<file path="src/rtl/id_ex_decode.sv">
// id_ex_decode: RV32I decode stage feeding a registered ID/EX pipeline stage with stall and flush
module id_ex_decode (
  input  logic        clk,
  input  logic        rst_n,
  input  logic        id_valid,
  input  logic [31:0] id_instr,
  input  logic [31:0] id_pc,
  input  logic [31:0] id_rs1_data,
  input  logic [31:0] id_rs2_data,
  input  logic        stall,
  input  logic        flush,
  output logic        ex_valid,
  output logic [3:0]  ex_alu_control,
  output logic [31:0] ex_op_a,
  output logic [31:0] ex_op_b,
  output logic [31:0] ex_rs2_data,
  output logic [31:0] ex_target,
  output logic [2:0]  ex_branch_cond,
  output logic        ex_jump,
  output logic        ex_mem_read,
  output logic        ex_mem_write,
  output logic [2:0]  ex_mem_funct3,
  output logic [4:0]  ex_rd,
  output logic        ex_reg_write,
  output logic        ex_illegal
);
  localparam logic [3:0] ADD = 4'b0000, SUB = 4'b0001, AND = 4'b0010, OR = 4'b0011, XOR = 4'b0100;
  localparam logic [3:0] SLL = 4'b0101, SRL = 4'b0110, SRA = 4'b0111, SLT = 4'b1000, SLTU = 4'b1001;
  typedef struct packed {
    logic        valid;
    logic [3:0]  alu;
    logic [31:0] op_a;
    logic [31:0] op_b;
    logic [31:0] rs2;
    logic [31:0] target;
    logic [2:0]  bc;
    logic        jump;
    logic        mr;
    logic        mw;
    logic [2:0]  f3;
    logic [4:0]  rd;
    logic        rw;
    logic        ill;
  } ex_t;
  ex_t dec, ex_d, ex_q;
  logic [6:0]  opcode, funct7;
  logic [2:0]  funct3;
  logic [31:0] i_imm, s_imm, b_imm, u_imm, j_imm, shamt, jalr_sum;
  assign opcode   = id_instr[6:0];
  assign funct3   = id_instr[14:12];
  assign funct7   = id_instr[31:25];
  assign i_imm    = {{20{id_instr[31]}}, id_instr[31:20]};
  assign s_imm    = {{20{id_instr[31]}}, id_instr[31:25], id_instr[11:7]};
  assign b_imm    = {{19{id_instr[31]}}, id_instr[31], id_instr[7], id_instr[30:25], id_instr[11:8], 1'b0};
  assign u_imm    = {id_instr[31:12], 12'b0};
  assign j_imm    = {{11{id_instr[31]}}, id_instr[31], id_instr[19:12], id_instr[20], id_instr[30:21], 1'b0};
  assign shamt    = {27'b0, id_instr[24:20]};
  assign jalr_sum = id_rs1_data + i_imm;
  function automatic logic [3:0] alu_of(input logic [2:0] f);
    return f == 3'b000 ? ADD : f == 3'b001 ? SLL : f == 3'b010 ? SLT : f == 3'b011 ? SLTU :
           f == 3'b100 ? XOR : f == 3'b101 ? SRL : f == 3'b110 ? OR : AND;
  endfunction
  always_comb begin
    dec       = '0;
    dec.valid = 1'b1;
    dec.op_a  = id_rs1_data;
    dec.op_b  = i_imm;
    dec.rs2   = id_rs2_data;
    dec.rd    = id_instr[11:7];
    case (opcode)
      7'b0110011: begin
        dec.op_b = id_rs2_data;
        dec.rw   = 1'b1;
        dec.alu  = funct7 == 7'b0000000 ? alu_of(funct3) : funct3 == 3'b000 ? SUB : SRA;
        dec.ill  = !(funct7 == 7'b0000000 || (funct7 == 7'b0100000 && (funct3 == 3'b000 || funct3 == 3'b101)));
      end
      7'b0010011: begin
        dec.rw = 1'b1;
        if (funct3 == 3'b001 || funct3 == 3'b101) begin
          dec.op_b = shamt;
          dec.alu  = funct3 == 3'b001 ? SLL : funct7 == 7'b0100000 ? SRA : SRL;
          dec.ill  = !(funct7 == 7'b0000000 || (funct3 == 3'b101 && funct7 == 7'b0100000));
        end else begin
          dec.alu = alu_of(funct3);
        end
      end
      7'b0000011: begin
        dec.mr  = 1'b1;
        dec.rw  = 1'b1;
        dec.f3  = funct3;
        dec.ill = funct3 == 3'b011 || funct3 == 3'b110 || funct3 == 3'b111;
      end
      7'b0100011: begin
        dec.op_b = s_imm;
        dec.mw   = 1'b1;
        dec.f3   = funct3;
        dec.ill  = funct3[2] || funct3 == 3'b011;
      end
      7'b1100011: begin
        dec.alu    = SUB;
        dec.op_b   = id_rs2_data;
        dec.target = id_pc + b_imm;
        dec.bc     = funct3 == 3'b000 ? 3'd1 : funct3 == 3'b001 ? 3'd2 : funct3 == 3'b100 ? 3'd3 :
                     funct3 == 3'b101 ? 3'd4 : funct3 == 3'b110 ? 3'd5 : funct3 == 3'b111 ? 3'd6 : 3'd0;
        dec.ill    = funct3 == 3'b010 || funct3 == 3'b011;
      end
      7'b0110111: begin
        dec.op_a = '0;
        dec.op_b = u_imm;
        dec.rw   = 1'b1;
      end
      7'b0010111: begin
        dec.op_a = id_pc;
        dec.op_b = u_imm;
        dec.rw   = 1'b1;
      end
      7'b1101111: begin
        dec.op_a   = id_pc;
        dec.op_b   = 32'd4;
        dec.target = id_pc + j_imm;
        dec.jump   = 1'b1;
        dec.rw     = 1'b1;
      end
      7'b1100111: begin
        dec.op_a   = id_pc;
        dec.op_b   = 32'd4;
        dec.target = {jalr_sum[31:1], 1'b0};
        dec.jump   = 1'b1;
        dec.rw     = 1'b1;
        dec.ill    = funct3 != 3'b000;
      end
      default: dec.ill = 1'b1;
    endcase
    if (dec.ill) begin
      dec.rw   = 1'b0;
      dec.mr   = 1'b0;
      dec.mw   = 1'b0;
      dec.jump = 1'b0;
      dec.bc   = 3'd0;
    end
    if (dec.rd == 5'd0) dec.rw = 1'b0;
  end
  always_comb ex_d = flush ? '0 : stall ? ex_q : id_valid ? dec : '0;
  always_ff @(posedge clk or negedge rst_n)
    if (!rst_n) ex_q <= '0;
    else ex_q <= ex_d;
  assign ex_valid       = ex_q.valid;
  assign ex_alu_control = ex_q.alu;
  assign ex_op_a        = ex_q.op_a;
  assign ex_op_b        = ex_q.op_b;
  assign ex_rs2_data    = ex_q.rs2;
  assign ex_target      = ex_q.target;
  assign ex_branch_cond = ex_q.bc;
  assign ex_jump        = ex_q.jump;
  assign ex_mem_read    = ex_q.mr;
  assign ex_mem_write   = ex_q.mw;
  assign ex_mem_funct3  = ex_q.f3;
  assign ex_rd          = ex_q.rd;
  assign ex_reg_write   = ex_q.rw;
  assign ex_illegal     = ex_q.ill;
endmodule
</file>
<file path="config.mk">
export PLATFORM = sky130hd
export DESIGN_NAME = id_ex_decode
export DESIGN_NICKNAME = d
export VERILOG_FILES = /design/src/rtl/id_ex_decode.sv
export SDC_FILE = /design/constraint.sdc
export NUM_CORES = 1
export LEC_CHECK = 0
export CAP_MARGIN = 20
export CORE_MARGIN = 2
export CORE_UTILIZATION = 25
export DETAILED_ROUTE_END_ITERATION = 6
export PLACE_DENSITY = 0.59
export SLEW_MARGIN = 20
export SYNTH_ARGS = -nofsm -noshare
export SYNTH_HDL_FRONTEND = slang
export SYNTH_SLANG_ARGS = --single-unit
</file>
<file path="constraint.sdc">
create_clock -name clk -period 1.7 [get_ports clk]
set_clock_uncertainty 0.05 [all_clocks]
set_input_delay 0.17 -clock clk [delete_from_list [all_inputs] [get_ports clk]]
set_output_delay 0.17 -clock clk [all_outputs]
set_load 0.02 [all_outputs]
</file>
==> key figures, run 1 <==
Clocking
  – Htree depth: 4
  – CTS tree: yes
  – CTS Buffer Depth: 2
  – Clock Latency Late Sink: between 400 and 500 ps
  – Num CTS Buffers: 17
  – Clock-pin slew on the worst setup and hold paths: 60 ps
  – CTS Root Cell: clkbuf_16
  – Clock sink count: approximately 150

Worst setup path
  – Worst setup SP type: primary input
  – Slowest CP cell: fa_2
  – Worst EP required: between 1500 and 2000 ps
  – CP Class: primary input to flop
  – Max FO, Critical Path: 5
  – Worst R2R Setup Slack: approximately 820 ps
  – Top Family by Delay on Critical Path: compound AO/OA/AOI/OAI gates
  – Crit. End Element: flop
  – Reg2reg path depth: 3
  – Most used cell, CP: nand2_2
  – CP cell instances: buf_6 > nand4_1 > nor2_4 > nand2_2 > buf_6 > nand2_2 > nand2_2 > fa_2 > a21oi_4 > o2bb2ai_4 > a211oi_4 > a211oi_2 > o21ai_2 > a211oi_4 > a311oi_2 > mux2i_1 > o211ai_1
  – Critical path depth in cells: 17
  – R2r startpoint: ex_target[25]
  – Crit-path max cell delay: approximately 420 ps
  – Worst path bufs/invs: 2
  – RR Endpoint: ex_target[25]
  – WP data arrival: approximately 3100 ps

Power and ir drop
  – Pwr per Cell Area: ~660 mW/mm2
  – Worst VDD drop: around 0.54 mV
  – Leak pwr: between 8 and 9 nW
  – Total power: 11.3 mW

Place
  – Placed insts: slightly above 2k
  – HPWL Detailed: 33400 um
  – Port-buffer cells: roughly 280
  – Final GP Congestion: approximately 0.92
  – Post-DP Area: between 0.015 and 0.02 mm2

Timing
  – Final hold vios: 0
  – Worst-Margin Slew: between 400 and 500 ps
  – Unrepaired setup endpoints after global routing: yes
  – Setup TNS: -22670 ps
  – Fin crit period: roughly 2800 ps
  – Finish-stage setup viols: 29
  – Fmax: about 0.36 GHz
  – Crit share post-route: 1.64
  – Final worst slack: -1080 ps
  – Max Slew Vio Count: 0
  – Rel. slew slack: 0.667

Drt
  – Vias per inst: between 5 and 6
  – Post-DR wirelength/cell: between 20 and 25 um
  – Vias: 10.9k
  – Post-route DRC: 1
  – Initial detailed-routing violation count: 540
  – WL final: 45000 um
  – Drt first pass iters: 7
  – Routed Antenna Nets: 0

Layout
  – Share of cells above drive strength 1: 0.313
  – Area Growth Syn to Fin: 76.3%
  – Post-route cell area: approximately 0.017 mm2
  – Non-filler cells, final: 2121
  – Fillers: roughly 3.7k
  – Utilization after layout: 0.444
  – Nets@finish: around 1.8k

Synthesis
  – Ys async rst share: 1.00
  – Ys Warns: 0
  – Syn Nets: approximately 1.3k
  – Sequential area share after synthesis: 0.385
  – Cells after Synth: around 1.1k
  – Post-synth EDFFs: 0
  – Synth Register Bits: 149
  – Syn Area/Cell: between 9 and 10 um2
  – Main synth FF type: dfrtp_1
  – Cell Area, Synth: 0.00968 mm2
  – Count of different cell masters after synthesis: between 70 and 80

GRT
  – Number of global-route vias before repair: 11.0k
  – Initial antenna violation count: 2
  – First-pass GRT wire length: between 60000 and 70000 um
  – Gr usage total: 0.216
  – Overflow after GRT: 0
  – Largest net degree at the start of global routing: 45

Floorplan
  – Num ports: about 280
  – Die width: 201 um
  – Std cell rows: 72
  – Core Footprint: approximately 0.038 mm2
  – Die area: 0.0403 mm2
  – Initial Util: 0.252
  – Die Span Y: around 200 um

Outcome
  – Status: finished, violations left
  – Failing checks: DRC, setup timing

Run
  – Max-Cap Viols: 0

Worst hold path
  – Hold Crit Class: primary input to async pin
## metrics by stage
step | setup WS, ps | hold WS, ps
2_1_floorplan | -1540 | -176
3_3_place_gp | -2070 | 1.79
3_5_place_dp | -2120 | -0.759
4_1_cts | -1020 | 95.8
5_1_grt | -1180 | 111
6_report | -1080 | 109
## Yosys cell counts (all sizes together), types with 22 or more instances
| library cell | instances | share of area |
|---|---|---|
| nor2 | 44 | 0.018 |
| a22o | 59 | 0.053 |
| nand2 | 142 | 0.055 |
| dfrtp | 149 | 0.39 |
| nand3 | 22 | 0.011 |
| o21ai | 109 | 0.058 |
| clkbuf | 49 | 0.019 |
| a21o | 38 | 0.029 |
| xnor2 | 34 | 0.031 |
| a221oi | 22 | 0.020 |
| ha | 64 | 0.083 |
| a22oi | 43 | 0.033 |
| a21oi | 53 | 0.029 |
## state kept, by name, indices dropped and copies added, names as in the netlist, 3 cells and up
signal / count
ex_alu_control: 4
ex_branch_cond: 3
ex_mem_funct3: 3
ex_op_a: 32
ex_op_b: 32
ex_rd: 5
ex_rs2_data: 32
ex_target: 32
## per-layer routing
metal,routed length (um),track usage,part of all wire,vias up
met5,13,0,0.00029,-
met4,1580,0.0857,0.035,2
met3,2740,0.0575,0.061,74
met2,21600,0.357,0.48,401
met1,19100,0.268,0.42,5298
li1,-,-,-,5081
## area by class of cell
type / instances / area, um2 / share of cell area
multi-input cells: 829 / 6680 / 0.391
repair buffers: 579 / 5380 / 0.315
flip-flops and latches: 149 / 3730 / 0.219
well taps: 518 / 648 / 0.0380
clock buffers: 20 / 447 / 0.0262
clock inverters: 11 / 128 / 0.00748
inverters: 13 / 48.8 / 0.00286
diodes: 2 / 5.00 / 0.000293
## where the power goes
part           internal, mW  total, mW  switching, mW
registers              3.64       3.70         0.0566
clock network          2.20       3.88           1.68
logic                  1.82       3.67           1.85
total                  7.66       11.3           3.59
## cells in the final DEF (no fill, tap or decap), types with 13 or more instances in the layout
master and n:
a221oi_2 20, buf_12 14, a21o_1 37, nand2_1 122
nand2_2 14, clkbuf_16 19, dlymetal6s2s_1 16, inv_1 13
xnor2_1 26, a22o_1 59, buf_4 253, ha_1 55
a22oi_1 42, dlygate4sd2_1 27, clkdlybuf4s50_1 227, o21ai_0 56
nand3_1 18, o21ai_1 40, a21oi_1 41, dfrtp_1 149
nor2_1 37, buf_6 29
## worst reg2reg max path, delay by kind of cell, from the launching register on
family	cells	cell delay, ps
flops	1	400
compound gates	2	220
simple gates	1	90
## worst max-delay path by stage
stage	from	endpoint	slack (ps)
2_1_floorplan	id_instr[6]	ex_target[29]	-1540
3_3_place_gp	id_instr[0]	ex_target[29]	-2070
3_5_place_dp	id_instr[2]	ex_target[29]	-2120
4_1_cts	id_instr[0]	ex_target[29]	-1020
5_1_grt	id_instr[2]	ex_target[29]	-1180
6_report	id_instr[2]	ex_target[29]	-1080
## timing repair
item                                    in CTS  in global routing
hold buffers                                 1                  0
gates resized for setup                    164                155
cloned                                       3                  4
buffers inserted                            30                 11
endpoints found under the hold margin      149                  0
endpoints found under the setup margin     122                 80
pin swaps                                   52                 57
## kinds of logic (layout without fill, tap and decap cells)
| logic type | Yosys count | in the layout | share of synthesized area |
|---|---|---|---|
| other | 0 | 2 | 0 |
| adder cells (fa/ha/maj) | 67 | 67 | 0.0879 |
| multiplexers | 5 | 5 | 0.00517 |
| AND/OR/NAND/NOR | 284 | 284 | 0.135 |
| XOR/XNOR | 51 | 51 | 0.0461 |
| buffers and inverters | 74 | 623 | 0.0295 |
| AO/OA/AOI/OAI | 422 | 422 | 0.311 |
| flip-flops | 149 | 149 | 0.385 |
Note: power is estimated with default switching activity, not from simulation.
==> run 2, diff against run 1 <==
--- a/config.mk
+++ b/config.mk
@@ -10,6 +10,7 @@
 export CORE_UTILIZATION = 25
 export DETAILED_ROUTE_END_ITERATION = 6
 export PLACE_DENSITY = 0.59
+export SKIP_CTS_REPAIR_TIMING = 1
 export SLEW_MARGIN = 20
 export SYNTH_ARGS = -nofsm -noshare
 export SYNTH_HDL_FRONTEND = slang
==> run 2 against run 1 <==
  * The run ends with setup timing left
  * First-iteration DRC count fell by 5.6%
  * Fmax decreased by 1.0%
  * Clock-buffer cell count unchanged
  * Combinational power is 2% lower
  * Sequential power about the same
  * Worst hold slack got worse by 52 ps
  * Register-to-register slack hardly changed
  * Setup slack worse by 28 ps
  * Die area unchanged
  * Flip-flop and latch count unchanged
  * Final area shrank 1.6%
  * Largest power group unchanged
==> key figures, run 2 (synthesized netlist as in run 1, its figures left out) <==
Clocking
  – CTS Buffer Depth: 2 (unchanged)
  – Htree depth: 4 (unchanged)
  – Num CTS Buffers: 17 (unchanged)
  – CTS tree: yes (unchanged)
  – Clock sink count: 149 (unchanged)
  – CTS Root Cell: clkbuf_16 (unchanged)
  – Clock-pin slew on the worst setup and hold paths: 70 ps (was 60 ps)
  – Clock Latency Late Sink: 440 ps (about the same)

Floorplan
  – Core Footprint: 0.0385 mm2 (unchanged)
  – Num ports: 282 (unchanged)
  – Initial Util: 0.252 (unchanged)
  – Std cell rows: 72 (unchanged)
  – Die width: 201 um (unchanged)
  – Die area: 0.0403 mm2 (unchanged)
  – Die Span Y: 201 um (unchanged)

Place
  – Final GP Congestion: 0.920 (unchanged)
  – Placed insts: 2054 (unchanged)
  – HPWL Detailed: 33400 um (unchanged)
  – Port-buffer cells: 281 (unchanged)

Layout
  – Utilization after layout: 0.437 (was 0.444)
  – Fillers: 3726 (was 3709)
  – Share of cells above drive strength 1: 0.295 (was 0.313)
  – Non-filler cells, final: 2103 (was 2121)
  – Nets@finish: 1772 (was 1788)
  – Most frequent cells in the layout: buf_4, clkdlybuf4s50_1, dfrtp_1 (unchanged)
  – Commonest non-fill, non-tap cell in the layout: buf_4 (unchanged)
  – Area Growth Syn to Fin: 73.5% (was 76.3%)
  – Antenna diodes: 0 (was 2)

Worst setup path
  – WP data arrival: 3070 ps (was 3050 ps)
  – Max FO, Critical Path: 4 (was 5)
  – Crit. End Element: flop (unchanged)
  – Worst setup SP type: primary input (unchanged)
  – CP Class: primary input to flop (unchanged)
  – Worst EP required: 1970 ps (about the same)

Run
  – Max-Cap Viols: 0 (unchanged)

Drt
  – Post-route DRC: 0 (was 1)
  – Post-DR wirelength/cell: 20.8 um (was 21.2 um)
  – Routed Antenna Nets: 0 (unchanged)
  – Drt first pass iters: 6 (was 7)
  – Vias: 10.7k (was 10.9k)
  – Vias per inst: 5.08 (was 5.12)
  – Initial detailed-routing violation count: 510 (was 540)
  – WL final: 43700 um (was 45000 um)

Timing
  – Finish-stage setup viols: 29 (unchanged)
  – Max Slew Vio Count: 0 (unchanged)
  – Final worst slack: -1110 ps (was -1080 ps)
  – Hold WS: 56.9 ps (was 109 ps)
  – Worst-Margin Slew: 414 ps (was 499 ps)
  – Unrepaired setup endpoints after global routing: yes (unchanged)
  – Rel. slew slack: 0.724 (was 0.667)
  – Final hold vios: 0 (unchanged)
  – Fin crit period: 2810 ps (was 2780 ps)
  – Fmax: 0.356 GHz (was 0.360 GHz)
  – Crit share post-route: 1.65 (was 1.64)

Power and ir drop
  – Worst VDD drop: 0.543 mV (was 0.541 mV)
  – Pwr per Cell Area: 664 mW/mm2 (was 660 mW/mm2)
  – Leak pwr: 8.14 nW (was 8.01 nW)

GRT
  – Overflow after GRT: 0 (unchanged)
  – Gr usage total: 0.208 (was 0.216)
  – Largest net degree at the start of global routing: 45 (unchanged)
  – Initial antenna violation count: 2 (unchanged)
  – First-pass GRT wire length: 63900 um (was 66400 um)
  – Number of global-route vias before repair: 10.6k (was 11.0k)

Outcome
  – Status: finished, violations left (unchanged)
  – Failing checks: setup timing (was DRC, setup timing)

Worst hold path
  – Hold Crit Class: primary input to flop (was primary input to async pin)
run 2: area by class of cell:
| type | count | area, um2 | area share |
|---|---|---|---|
| Clock inverter | 11 | 128 | 0.00760 |
| Clock buffer | 20 | 447 | 0.0266 |
| Inverter | 13 | 48.8 | 0.00291 |
| Timing Repair Buffer | 563 | 5300 | 0.316 |
| Multi-Input combinational cell | 829 | 6500 | 0.387 |
| Sequential cell | 149 | 3730 | 0.222 |
| Tap cell | 518 | 648 | 0.0386 |
run 2: worst paths after layout:
path	start	to	slack (ps)	depth (start not counted)
worst max-delay path	id_instr[8]	ex_target[29]	-1110	14
worst min-delay path	id_rs1_data[4]	ex_op_a[4]	60	3
worst max register to register	ex_target[25]	ex_target[25]	810	3
worst min register to register	ex_valid	ex_valid	430	2
max in group asynchronous	rst_n	ex_op_a[30]	860	3
min in group asynchronous	rst_n	ex_rs2_data[18]	110	2
run 2: routing by layer:
metal / track usage / wire length (um) / up-vias
met5: 0 / 24 / -
met2: 0.346 / 21000 / 339
li1: - / - / 5042
met1: 0.261 / 19100 / 5244
met4: 0.0696 / 1040 / 4
met3: 0.0539 / 2470 / 55
run 2: per-stage QoR:
stage / worst slack [ps] / setup TNS, ps / total power, mW / cell area [um2]
6_report: -1110 / -22720 / 11.2 / 16800
5_1_grt: -1220 / -26130 / 11.6 / 16800
4_1_cts: -1700 / -65980 / 10.9 / 15700
3_5_place_dp: -2120 / -117960 / 6.97 / 15200
3_3_place_gp: -2070 / -115020 / 6.94 / 15200
2_1_floorplan: -1540 / -33730 / 5.22 / 9780
run 2: where the power goes:
group          internal, mW  switching [mW]
Combinational          1.78            1.80
Sequential             3.64          0.0560
Clock                  2.20            1.68
Total                  7.63            3.53
run 2: critical path, stage by stage:
cell             delay (ps)
clkdlybuf4s50_1         510
nand2_1                 120
nand2_1                  60
ha_2                    190
fa_2                    390
a21oi_4                 190
o2bb2ai_4               100
a211oi_4                250
a211oi_2                140
o21ai_2                 240
a211oi_4                120
a311oi_2                280
mux2i_1                 210
o211ai_1                 90
